`config.mk`:
```
export PLATFORM = sky130hd
export DESIGN_NAME = key_repeat
export DESIGN_NICKNAME = d
export VERILOG_FILES = /design/src/rtl/key_repeat.sv
export SDC_FILE = /design/constraint.sdc
export NUM_CORES = 1
export LEC_CHECK = 0
export CAP_MARGIN = 30
export CORE_ASPECT_RATIO = 0.9
export CORE_MARGIN = 8
export CORE_UTILIZATION = 40
export DETAILED_ROUTE_END_ITERATION = 12
export HOLD_SLACK_MARGIN = 0.08
export PLACE_DENSITY = 0.67
export SYNTH_ARGS = -nofsm -noshare
export SYNTH_HDL_FRONTEND = slang
export SYNTH_SLANG_ARGS = --single-unit
```
`constraint.sdc`:
```
create_clock -name clk -period 2.6 [get_ports clk]
set_input_delay 0.78 -clock clk [delete_from_list [all_inputs] [get_ports clk]]
set_output_delay 0.78 -clock clk [all_outputs]
set_load 0.1 [all_outputs]
```
`src/rtl/key_repeat.sv`:
```
// Button event generator: press/release strobes plus auto-repeat after an
// initial delay, with enable gating and a saturating per-hold repeat counter.
module key_repeat #(
  parameter int unsigned INITIAL_DELAY = 500000,
  parameter int unsigned REPEAT_PERIOD = 250000,
  parameter int unsigned CNT_W         = 20
) (
  input  logic       clk,
  input  logic       reset,
  input  logic       btn_level,
  input  logic       enable,
  output logic       press_pulse,
  output logic       release_pulse,
  output logic       repeat_pulse,
  output logic       event_pulse,
  output logic       held,
  output logic [7:0] repeat_count
);

  localparam logic [CNT_W-1:0] DELAY_LAST  = CNT_W'(INITIAL_DELAY - 1);
  localparam logic [CNT_W-1:0] PERIOD_LAST = CNT_W'(REPEAT_PERIOD - 1);

  typedef enum logic [1:0] {
    IDLE   = 2'd0,
    DELAY  = 2'd1,
    REPEAT = 2'd2
  } state_t;

  state_t           state, state_n;
  logic [CNT_W-1:0] cnt, cnt_n;
  logic             btn_prev;
  logic             press_n, release_n, repeat_n;
  logic [7:0]       count_n;
  logic             press_edge, release_edge;
  logic [7:0]       count_inc;

  assign press_edge   = btn_level & ~btn_prev;
  assign release_edge = ~btn_level & btn_prev;
  assign count_inc    = (repeat_count == 8'hFF) ? repeat_count : repeat_count + 8'd1;

  always_comb begin
    state_n   = state;
    cnt_n     = cnt;
    press_n   = 1'b0;
    release_n = 1'b0;
    repeat_n  = 1'b0;
    count_n   = repeat_count;
    if (!enable) begin
      state_n = IDLE;
      cnt_n   = '0;
    end else begin
      case (state)
        IDLE: begin
          cnt_n = '0;
          if (press_edge) begin
            state_n = DELAY;
            count_n = '0;
            press_n = 1'b1;
          end
        end
        DELAY, REPEAT: begin
          // Release is checked before the terminal count so it wins a tie.
          if (!btn_level) begin
            state_n   = IDLE;
            cnt_n     = '0;
            release_n = release_edge;
          end else if (cnt == ((state == DELAY) ? DELAY_LAST : PERIOD_LAST)) begin
            state_n  = REPEAT;
            cnt_n    = '0;
            repeat_n = 1'b1;
            count_n  = count_inc;
          end else begin
            cnt_n = cnt + 1'b1;
          end
        end
        default: begin
          state_n = IDLE;
          cnt_n   = '0;
        end
      endcase
    end
  end

  always_ff @(posedge clk or posedge reset) begin
    if (reset) begin
      state         <= IDLE;
      cnt           <= '0;
      btn_prev      <= 1'b0;
      press_pulse   <= 1'b0;
      release_pulse <= 1'b0;
      repeat_pulse  <= 1'b0;
      event_pulse   <= 1'b0;
      held          <= 1'b0;
      repeat_count  <= '0;
    end else begin
      state         <= state_n;
      cnt           <= cnt_n;
      btn_prev      <= btn_level;
      press_pulse   <= press_n;
      release_pulse <= release_n;
      repeat_pulse  <= repeat_n;
      event_pulse   <= press_n | repeat_n;
      held          <= (state_n != IDLE);
      repeat_count  <= count_n;
    end
  end

endmodule
```
==> flow_metrics.py, run 1 <==
metrics = {
    "drt": {
        "drt_iter0_markers": 85,
        "routed_via_density": 5.22,
        "drc": 0,
        "drt-wirelength-per-cell_um": 13.5,
        "first_pass_iters": 4,
        "wirelength_mm": 3.82,
        "vias": 1477,
        "ant_nets": 0,
    },
    "yosys": {
        "synth_edf_count": 0,
        "syn_avg_cell_area_um2": 9.75,
        "synthCells": 195,
        "synth_top_family_by_area": "simple AND/OR/NAND/NOR gates",
        "synth_compound_area_share_pct": 11.7,
        "synth_async_sr_flop_share_pct": 100,
        "synth_nets": 204,
        "synth_area_leaders": "dfrtp_1 (47%), nor2_1 (5.7%), xor2_1 (5.5%)",
        "ys_types": 41,
        "ys.flop_type": "dfrtp_1",
        "yosysWarnings": 0,
        "ys_ff_latch": 36,
        "synth_top_area_share_pct": 47.4,
        "yosysTopAreaCell": "dfrtp_1",
        "netlist_area_um2": 1900,
        "synthMuxAreaShare_pct": 0,
        "synth-simple-area-share_pct": 26.7,
        "synthAdderAreaFrac_pct": 3.29,
        "synth_xor_area_share_pct": 8.76,
        "ys_seq_area_share_pct": 47.4,
    },
    "worst_setup_path": {
        "crit_path_max_incr_delay_ns": 0.57,
        "crit_path_top_delay_cell": "or4_4",
        "critPathMaxFanout": 7,
        "r2r.worst_path.cells": 5,
        "critPathArrivalTime_ns": 2.43,
        "cp.required_ns": 2.78,
        "path_class": "reg2reg",
        "rrSetupSlack_ns": 0.35,
        "critical_path.cell_chain": "or4_4, nor3_4, o211ai_4, or4b_1, a31o_1",
        "cp-start-kind": "flip-flop",
        "cp_top_family": "simple AND/OR/NAND/NOR gates",
        "reg2reg_to": "repeat_count[7]",
        "worst-path-buf-inv": 0,
        "cp-end-kind": "flip-flop",
        "crit-reg2reg-launch": "cnt[5]",
    },
    "global_route": {
        "grt_max_degree": 37,
        "grt_pass1_vias": 1469,
        "grt_pass1_wl_mm": 6.74,
        "antenna_found_initial": 0,
        "track_usage_pct": 12.2,
        "grt-ovfl-total": 0,
    },
    "finish": {
        "n_antenna_cell": 0,
        "final_cell_mix": "dfrtp_1 (36), nor2_1 (29), buf_4 (20)",
        "nFillCells": 418,
        "drive_gt1_share_pct": 15.4,
        "area_growth_pct": 16.9,
        "mostFrequentLayoutCell": "dfrtp_1",
        "regArea_um2": 901,
        "multi_input_area_um2": 958,
        "nets": 230,
    },
    "sta": {
        "slew_violations": 0,
        "rsz0062_at_grt": "false",
        "timing.fmax_mhz": 445,
        "post-route-min-period_ns": 2.25,
        "hold_ws_ns": 0.492,
        "skew_ns": 0.00225,
        "setup_viol": 0,
        "hold_viol_final": 0,
        "setup_tns_ns": 0,
        "worstMarginPinSlew_ns": 0.446,
        "fin_crit_sh_pct": 86.5,
        "slew_headroom_pct": 70.3,
    },
    "pwr": {
        "p_leak_nw": 0.958,
        "power_density_nw_per_um2": 643,
        "swShare_pct": 39.3,
        "clock_power_share_pct": 25.6,
        "ir_drop_uv": 425,
        "p_switching_mw": 0.562,
        "internal-power_mw": 0.867,
        "fin_total_pwr_mw": 1.43,
        "p_seq_share_pct": 45.4,
        "p_comb_share_pct": 29.0,
    },
    "floorplan": {
        "start_util_pct": 42.1,
        "dieArea_um2": 7220,
        "die_y_um": 81.4,
        "coreArea_um2": 4520,
        "ioPinCount": 17,
        "die_x_um": 88.7,
        "row_count": 23,
    },
    "flow_run": {
        "cap_violations": 0,
    },
    "clock_tree": {
        "cts_setup_buffers": 0,
        "cts_tree": "done",
        "clkSlewWorstSetupHoldPaths_ns": 0.06,
        "tritoncts_num_sinks": 36,
        "htreeDepth": 2,
        "clock_path_buffers": 2,
        "clk_latency_ns": 0.29,
        "hold_buffers": 0,
        "cts_buffers": 5,
        "ctsResizeCount": 0,
        "cts_root_buf": "clkbuf_8",
    },
    "min_path": {
        "hp-start": "cnt[0]",
        "min_to": "cnt[0]",
        "hold_depth": 1,
        "min-delay-path-class": "reg2reg",
    },
    "outcome": {
        "status": "finished, final reports clean",
    },
    "placement": {
        "hpwl_mm": 2.75,
        "gp_congestion": 0.799,
        "io_buffers": 16,
    },
}
[power by group through the flow]
| stage | sequential (mW) | clock (mW) | combinational (mW) |
|---|---|---|---|
| global placement | 0.658 | 0 | 0.415 |
| CTS | 0.646 | 0.384 | 0.418 |
| global route | 0.655 | 0.411 | 0.436 |
| finish | 0.648 | 0.365 | 0.415 |
| floorplan | 0.889 | 0 | 0.0848 |
| detailed placement | 0.656 | 0 | 0.417 |
[state kept, by name, indices dropped and copies added (netlist names)]
| name | count |
|---|---|
| release_pulse | 1 |
| event_pulse | 1 |
| cnt | 20 |
| press_pulse | 1 |
| repeat_count | 8 |
| btn_prev | 1 |
| repeat_pulse | 1 |
| state | 2 |
| held | 1 |
[worst reg2reg max path, cell delays in order (launching register included)]
cell and delay [ns]:
dfrtp_1 0.46, or4_4 0.57, nor3_4 0.20, o211ai_4 0.15, or4b_1 0.54, a31o_1 0.23
[cell type report]
type | count | share of cell area (%)
Sequential cell | 36 | 40.6
Clock buffer | 6 | 3.27
Inverter | 7 | 1.18
Clock inverter | 1 | 0.225
Tap cell | 62 | 3.49
Timing Repair Buffer | 23 | 8.11
Multi-Input combinational cell | 148 | 43.2
[synth_stat cells (all sizes together) (3+ instances only)]
master and count:
dfrtp 36, o21ai 9, nand4 5, nand3 14, o211ai 5, a31o 3
clkbuf 4, xnor2 7, ha 5, xor2 12, nand2 17, nor3 3
nor2 29, or4 6, inv 7, and3 7
[worst max path at each step]
stage	depth (start not counted)	endpoint	slack [ns]	startpoint
2_1_floorplan	4	repeat_count[7]	0.27	repeat_count[2]
3_3_place_gp	6	repeat_count[2]	0.21	btn_level
3_5_place_dp	6	repeat_count[3]	0.19	btn_level
4_1_cts	5	repeat_count[7]	0.34	cnt[5]
5_1_grt	5	repeat_count[7]	0.24	cnt[5]
6_report	5	repeat_count[7]	0.35	cnt[5]
[through the flow]
step	std cells	util [%]	worst slack [ns]	instance area, um^2
floorplan	195	-	0.265	1900
global placement	276	47.4	0.206	2140
detailed placement	276	47.4	0.186	2140
CTS	283	49.2	0.340	2220
global route	283	49.2	0.236	2220
finish	283	49.2	0.350	2220
[cells by family (layout without fill, tap and decap cells)]
logic type,after synthesis,after routing
fa+ha+maj,5,5
flops,36,36
xor+xnor,19,19
simple gates,95,95
buf+inv,11,37
compound gates,29,29
[routing by layer]
metal | share of wire (%) | GRT usage [%] | vias up
met5 | 0 | 0 | -
met4 | 1.6 | 5.90 | 0
met3 | 5.0 | 4.13 | 6
met2 | 44 | 18.0 | 26
met1 | 50 | 15.6 | 704
li1 | - | - | 741
No activity file was read; power rests on OpenSTA's default activity.
==> run 2: changes to the inputs <==
- PLACE_DENSITY: 0.67 -> unset
- SETUP_SLACK_MARGIN: unset -> 0.05
==> flow_metrics.py, run 2 (synthesized netlist as in run 1, its figures left out) <==
metrics = {
    "drt": {
        "drt_iter0_markers": 62,
        "routed_via_density": 5.27,
        "wirelength_mm": 3.97,
        "first_pass_iters": 4,
        "drt-wirelength-per-cell_um": 14.0,
        "drc": 0,
        "vias": 1498,
        "ant_nets": 0,
    },
    "clock_tree": {
        "cts_root_buf": "clkbuf_8",
        "clk_latency_ns": 0.28,
        "htreeDepth": 2,
        "cts_setup_buffers": 0,
        "clkSlewWorstSetupHoldPaths_ns": 0.07,
        "tritoncts_num_sinks": 36,
        "hold_buffers": 0,
        "cts_tree": "done",
        "ctsResizeCount": 0,
        "clock_path_buffers": 2,
        "cts_buffers": 5,
    },
    "sta": {
        "fin_crit_sh_pct": 85.8,
        "skew_ns": 0.0103,
        "setup_tns_ns": 0,
        "rsz0062_at_grt": "false",
        "setup_viol": 0,
        "hold_viol_final": 0,
        "slew_headroom_pct": 69.9,
        "post-route-min-period_ns": 2.23,
        "slew_violations": 0,
        "worstMarginPinSlew_ns": 0.452,
        "hold_ws_ns": 0.482,
        "timing.fmax_mhz": 448,
    },
    "worst_setup_path": {
        "crit_path_frequent_cell": "nand3_1",
        "crit_path_max_incr_delay_ns": 0.55,
        "critical_path.cell_chain": "clkdlybuf4s50_1, nand3_1, a21o_1, a31o_2, or4_1, nand3_1",
        "reg2reg_to": "repeat_count[4]",
        "crit_path_top_delay_cell": "clkdlybuf4s50_1",
        "worst-path-buf-inv": 1,
        "path_class": "in2reg",
        "rrSetupSlack_ns": 0.42,
        "cp_top_family": "simple AND/OR/NAND/NOR gates",
        "crit-reg2reg-launch": "cnt[5]",
        "critPathMaxFanout": 7,
        "cp-end-kind": "flip-flop",
        "critPathArrivalTime_ns": 2.44,
        "r2r.worst_path.cells": 6,
        "cp.required_ns": 2.81,
        "cp-start-kind": "input pin",
    },
    "finish": {
        "drive_gt1_share_pct": 15.3,
        "final_area_um2": 2230,
        "n_antenna_cell": 0,
        "finalNonFillerCells": 284,
        "final_cell_mix": "dfrtp_1 (36), nor2_1 (29), buf_4 (20)",
        "fin_util_pct": 49.4,
        "largest_register_ff_count": 20,
        "nFillCells": 441,
        "area_growth_pct": 17.5,
        "top_register": "cnt",
        "mostFrequentLayoutCell": "dfrtp_1",
        "reg_top3": "cnt: 20 flops, repeat_count: 8 flops, state: 2 flops",
        "nets": 230,
    },
    "floorplan": {
        "die_x_um": 88.7,
        "start_util_pct": 42.1,
        "coreArea_um2": 4520,
        "ioPinCount": 17,
        "row_count": 23,
        "dieArea_um2": 7220,
        "die_y_um": 81.4,
    },
    "pwr": {
        "swShare_pct": 38.7,
        "p_seq_share_pct": 44.2,
        "clock_power_share_pct": 27.5,
        "p_comb_share_pct": 28.3,
        "p_switching_mw": 0.568,
        "p_leak_nw": 0.962,
        "internal-power_mw": 0.901,
        "ir_drop_uv": 435,
        "power_density_nw_per_um2": 658,
    },
    "global_route": {
        "track_usage_pct": 12.3,
        "grt_pass1_vias": 1513,
        "grt-ovfl-total": 0,
        "grt_pass1_wl_mm": 7.02,
        "antenna_found_initial": 0,
        "grt_max_degree": 37,
    },
    "min_path": {
        "hold_depth": 1,
        "min_to": "cnt[0]",
        "hp-start": "cnt[0]",
        "min-delay-path-class": "reg2reg",
    },
    "placement": {
        "gp_congestion": 0.831,
        "io_buffers": 16,
        "placed_cells": 276,
        "hpwl_mm": 2.84,
        "place_area_um2": 2140,
    },
    "outcome": {
        "status": "finished, final reports clean",
    },
    "flow_run": {
        "cap_violations": 0,
    },
}
## run 2: worst max-delay path by stage
stage                     cells past startpoint               to             from  slack (ns)
after global routing                          6  repeat_count[5]        btn_level        0.30
after floorplan                               4  repeat_count[7]  repeat_count[2]        0.27
after global placement                        6  repeat_count[4]        btn_level        0.15
after detailed placement                      6  repeat_count[2]        btn_level        0.11
final                                         6  repeat_count[2]        btn_level        0.37
after CTS                                     6  repeat_count[2]        btn_level        0.39
## run 2: layer usage
layer | routed length, um | global-route usage, %
met2 | 1800 | 19.2
met1 | 1980 | 16.0
met4 | 31 | 4.22
met5 | 0 | 0
met3 | 158 | 3.43
## run 2: area by class of cell
class	count	area, um^2	area share [%]
well taps	62	77.6	3.47
flip-flops and latches	36	901	40.3
multi-input cells	148	958	42.9
clock buffers	8	90.1	4.03
repair buffers	23	180	8.07
inverters	7	26.3	1.18
## run 2: power groups by stage
stage | Sequential [mW] | Combinational [mW] | Clock, mW
floorplan | 0.889 | 0.0848 | 0
global placement | 0.654 | 0.414 | 0
detailed placement | 0.661 | 0.418 | 0
CTS | 0.649 | 0.419 | 0.421
global route | 0.657 | 0.436 | 0.445
finish | 0.649 | 0.416 | 0.404
## run 2: metrics by stage
step / total power, mW / setup WS, ns
3_3_place_gp: 1.07 / 0.149
5_1_grt: 1.54 / 0.297
4_1_cts: 1.49 / 0.394
3_5_place_dp: 1.08 / 0.107
2_1_floorplan: 0.974 / 0.265
6_report: 1.47 / 0.369
==> run 3: changes to the inputs <==
- GPL_TIMING_DRIVEN: unset -> 0
==> flow_metrics.py, run 3 (synthesized netlist as in run 1, its figures left out) <==
metrics = {
    "finish": {
        "final_cell_mix": "dfrtp_1 (36), nor2_1 (29), nand2_1 (17)",
        "reg_top3": "cnt: 20 flops, repeat_count: 8 flops, state: 2 flops",
        "top_register": "cnt",
        "mostFrequentLayoutCell": "dfrtp_1",
        "nFillCells": 422,
        "fin_util_pct": 49.9,
        "area_growth_pct": 18.7,
        "drive_gt1_share_pct": 6.82,
        "largest_register_ff_count": 20,
        "finalNonFillerCells": 282,
        "final_area_um2": 2260,
        "nets": 228,
        "n_antenna_cell": 0,
    },
    "floorplan": {
        "dieArea_um2": 7220,
        "ioPinCount": 17,
        "start_util_pct": 42.1,
        "coreArea_um2": 4520,
        "die_x_um": 88.7,
        "row_count": 23,
        "die_y_um": 81.4,
    },
    "sta": {
        "setup_tns_ns": 0,
        "hold_viol_final": 0,
        "slew_headroom_pct": 35.0,
        "setup_viol": 0,
        "post-route-min-period_ns": 2.51,
        "rsz0062_at_grt": "false",
        "fin_crit_sh_pct": 96.6,
        "hold_ws_ns": 0.481,
        "fin_ws_ns": 0.0896,
        "worstMarginPinSlew_ns": 0.974,
        "skew_ns": 0.00820,
        "timing.fmax_mhz": 398,
        "slew_violations": 0,
    },
    "pwr": {
        "power_density_nw_per_um2": 647,
        "internal-power_mw": 0.891,
        "swShare_pct": 38.9,
        "p_leak_nw": 1.02,
        "p_seq_share_pct": 44.2,
        "ir_drop_uv": 548,
        "fin_total_pwr_mw": 1.46,
        "clock_power_share_pct": 27.9,
        "p_comb_share_pct": 27.8,
        "p_switching_mw": 0.568,
    },
    "global_route": {
        "grt-ovfl-total": 0,
        "grt_max_degree": 22,
        "antenna_found_initial": 0,
        "grt_pass1_wl_mm": 7.02,
        "grt_pass1_vias": 1514,
        "track_usage_pct": 12.6,
    },
    "drt": {
        "drt-wirelength-per-cell_um": 14.5,
        "drt_iter0_markers": 78,
        "vias": 1497,
        "routed_via_density": 5.31,
        "drc": 0,
        "wirelength_mm": 4.10,
        "top_layer_used": "met4",
        "wl_met2_mm": 1.87,
        "first_pass_iters": 4,
        "wl_met1_mm": 1.95,
        "route.met3.wl_um": 203,
        "ant_nets": 0,
    },
    "worst_setup_path": {
        "cp-end-kind": "output pin",
        "cp_top_family": "buffers and inverters",
        "crit-reg2reg-launch": "cnt[5]",
        "worst-path-buf-inv": 1,
        "crit_path_max_incr_delay_ns": 1.13,
        "critPathArrivalTime_ns": 1.73,
        "path_class": "reg2out",
        "cp.required_ns": 1.82,
        "r2r.worst_path.cells": 5,
        "crit_start": "event_pulse",
        "rrSetupSlack_ns": 0.35,
        "crit_path_top_delay_cell": "clkdlybuf4s50_1",
        "critical_path.cell_chain": "clkdlybuf4s50_1",
        "reg2reg_to": "repeat_count[7]",
        "cp-start-kind": "flip-flop",
        "critPathMaxFanout": 1,
    },
    "clock_tree": {
        "clkSlewWorstSetupHoldPaths_ns": 0.07,
        "cts_root_buf": "clkbuf_8",
        "clk_latency_ns": 0.29,
        "clock_path_buffers": 2,
        "tritoncts_num_sinks": 36,
        "cts_buffers": 5,
        "cts_tree": "done",
        "htreeDepth": 2,
        "hold_buffers": 0,
    },
    "placement": {
        "hpwl_mm": 3.03,
        "gp_congestion": 0.855,
        "place_area_um2": 2170,
        "dp_slack_ns": 0.0494,
        "placed_cells": 274,
        "io_buffers": 16,
    },
    "min_path": {
        "hold_depth": 1,
        "min-delay-path-class": "reg2reg",
        "min_to": "cnt[0]",
        "hp-start": "cnt[0]",
    },
    "flow_run": {
        "cap_violations": 0,
    },
    "outcome": {
        "status": "finished, final reports clean",
    },
}
[run 3: cell types whose count changed in the layout (fill, tap and decap cells not counted)]
| cell | previous run | this run |
|---|---|---|
| clkbuf_1 | 2 | 6 |
| buf_4 | 20 | 0 |
| buf_16 | 0 | 1 |
| dlygate4sd2_1 | 0 | 8 |
| dlymetal6s2s_1 | 0 | 4 |
| clkdlybuf4s50_1 | 3 | 4 |
[run 3: worst max path at each step]
stage | slack (ns) | cells past startpoint | end
CTS | 0.05 | 1 | repeat_pulse
global route | 0.06 | 1 | event_pulse
finish | 0.09 | 1 | event_pulse
floorplan | 0.27 | 4 | repeat_count[7]
detailed placement | 0.05 | 6 | repeat_count[3]
global placement | 0.09 | 6 | repeat_count[3]
[run 3: what timing repair did]
item / 4_1_cts / 5_1_grt
endpoints found under the hold margin: 0 / 0
setup endpoints to repair: 8 / 4
resized for setup: 8 / 4
buffers inserted: 0 / 0
[run 3: layout make-up]
type / count / area, um^2 / area share, %
Timing Repair Buffer: 17 / 188 / 8.32
Sequential cell: 36 / 901 / 39.9
Clock buffer: 8 / 90.1 / 3.99
Buffer: 4 / 15.0 / 0.666
Tap cell: 62 / 77.6 / 3.44
Inverter: 7 / 26.3 / 1.16
Multi-Input combinational cell: 148 / 958 / 42.5
[run 3: power groups by stage]
stage / sequential (mW) / combinational (mW) / clock (mW)
4_1_cts: 0.644 / 0.410 / 0.423
3_5_place_dp: 0.656 / 0.430 / 0
2_1_floorplan: 0.889 / 0.0848 / 0
3_3_place_gp: 0.652 / 0.422 / 0
5_1_grt: 0.653 / 0.428 / 0.445
6_report: 0.645 / 0.406 / 0.408
[run 3: layer usage]
| metal | track usage (%) | vias to the layer above |
|---|---|---|
| met5 | 0 | - |
| met4 | 6.07 | 0 |
| met3 | 3.63 | 8 |
| met2 | 19.9 | 23 |
| met1 | 15.5 | 727 |
| li1 | - | 739 |
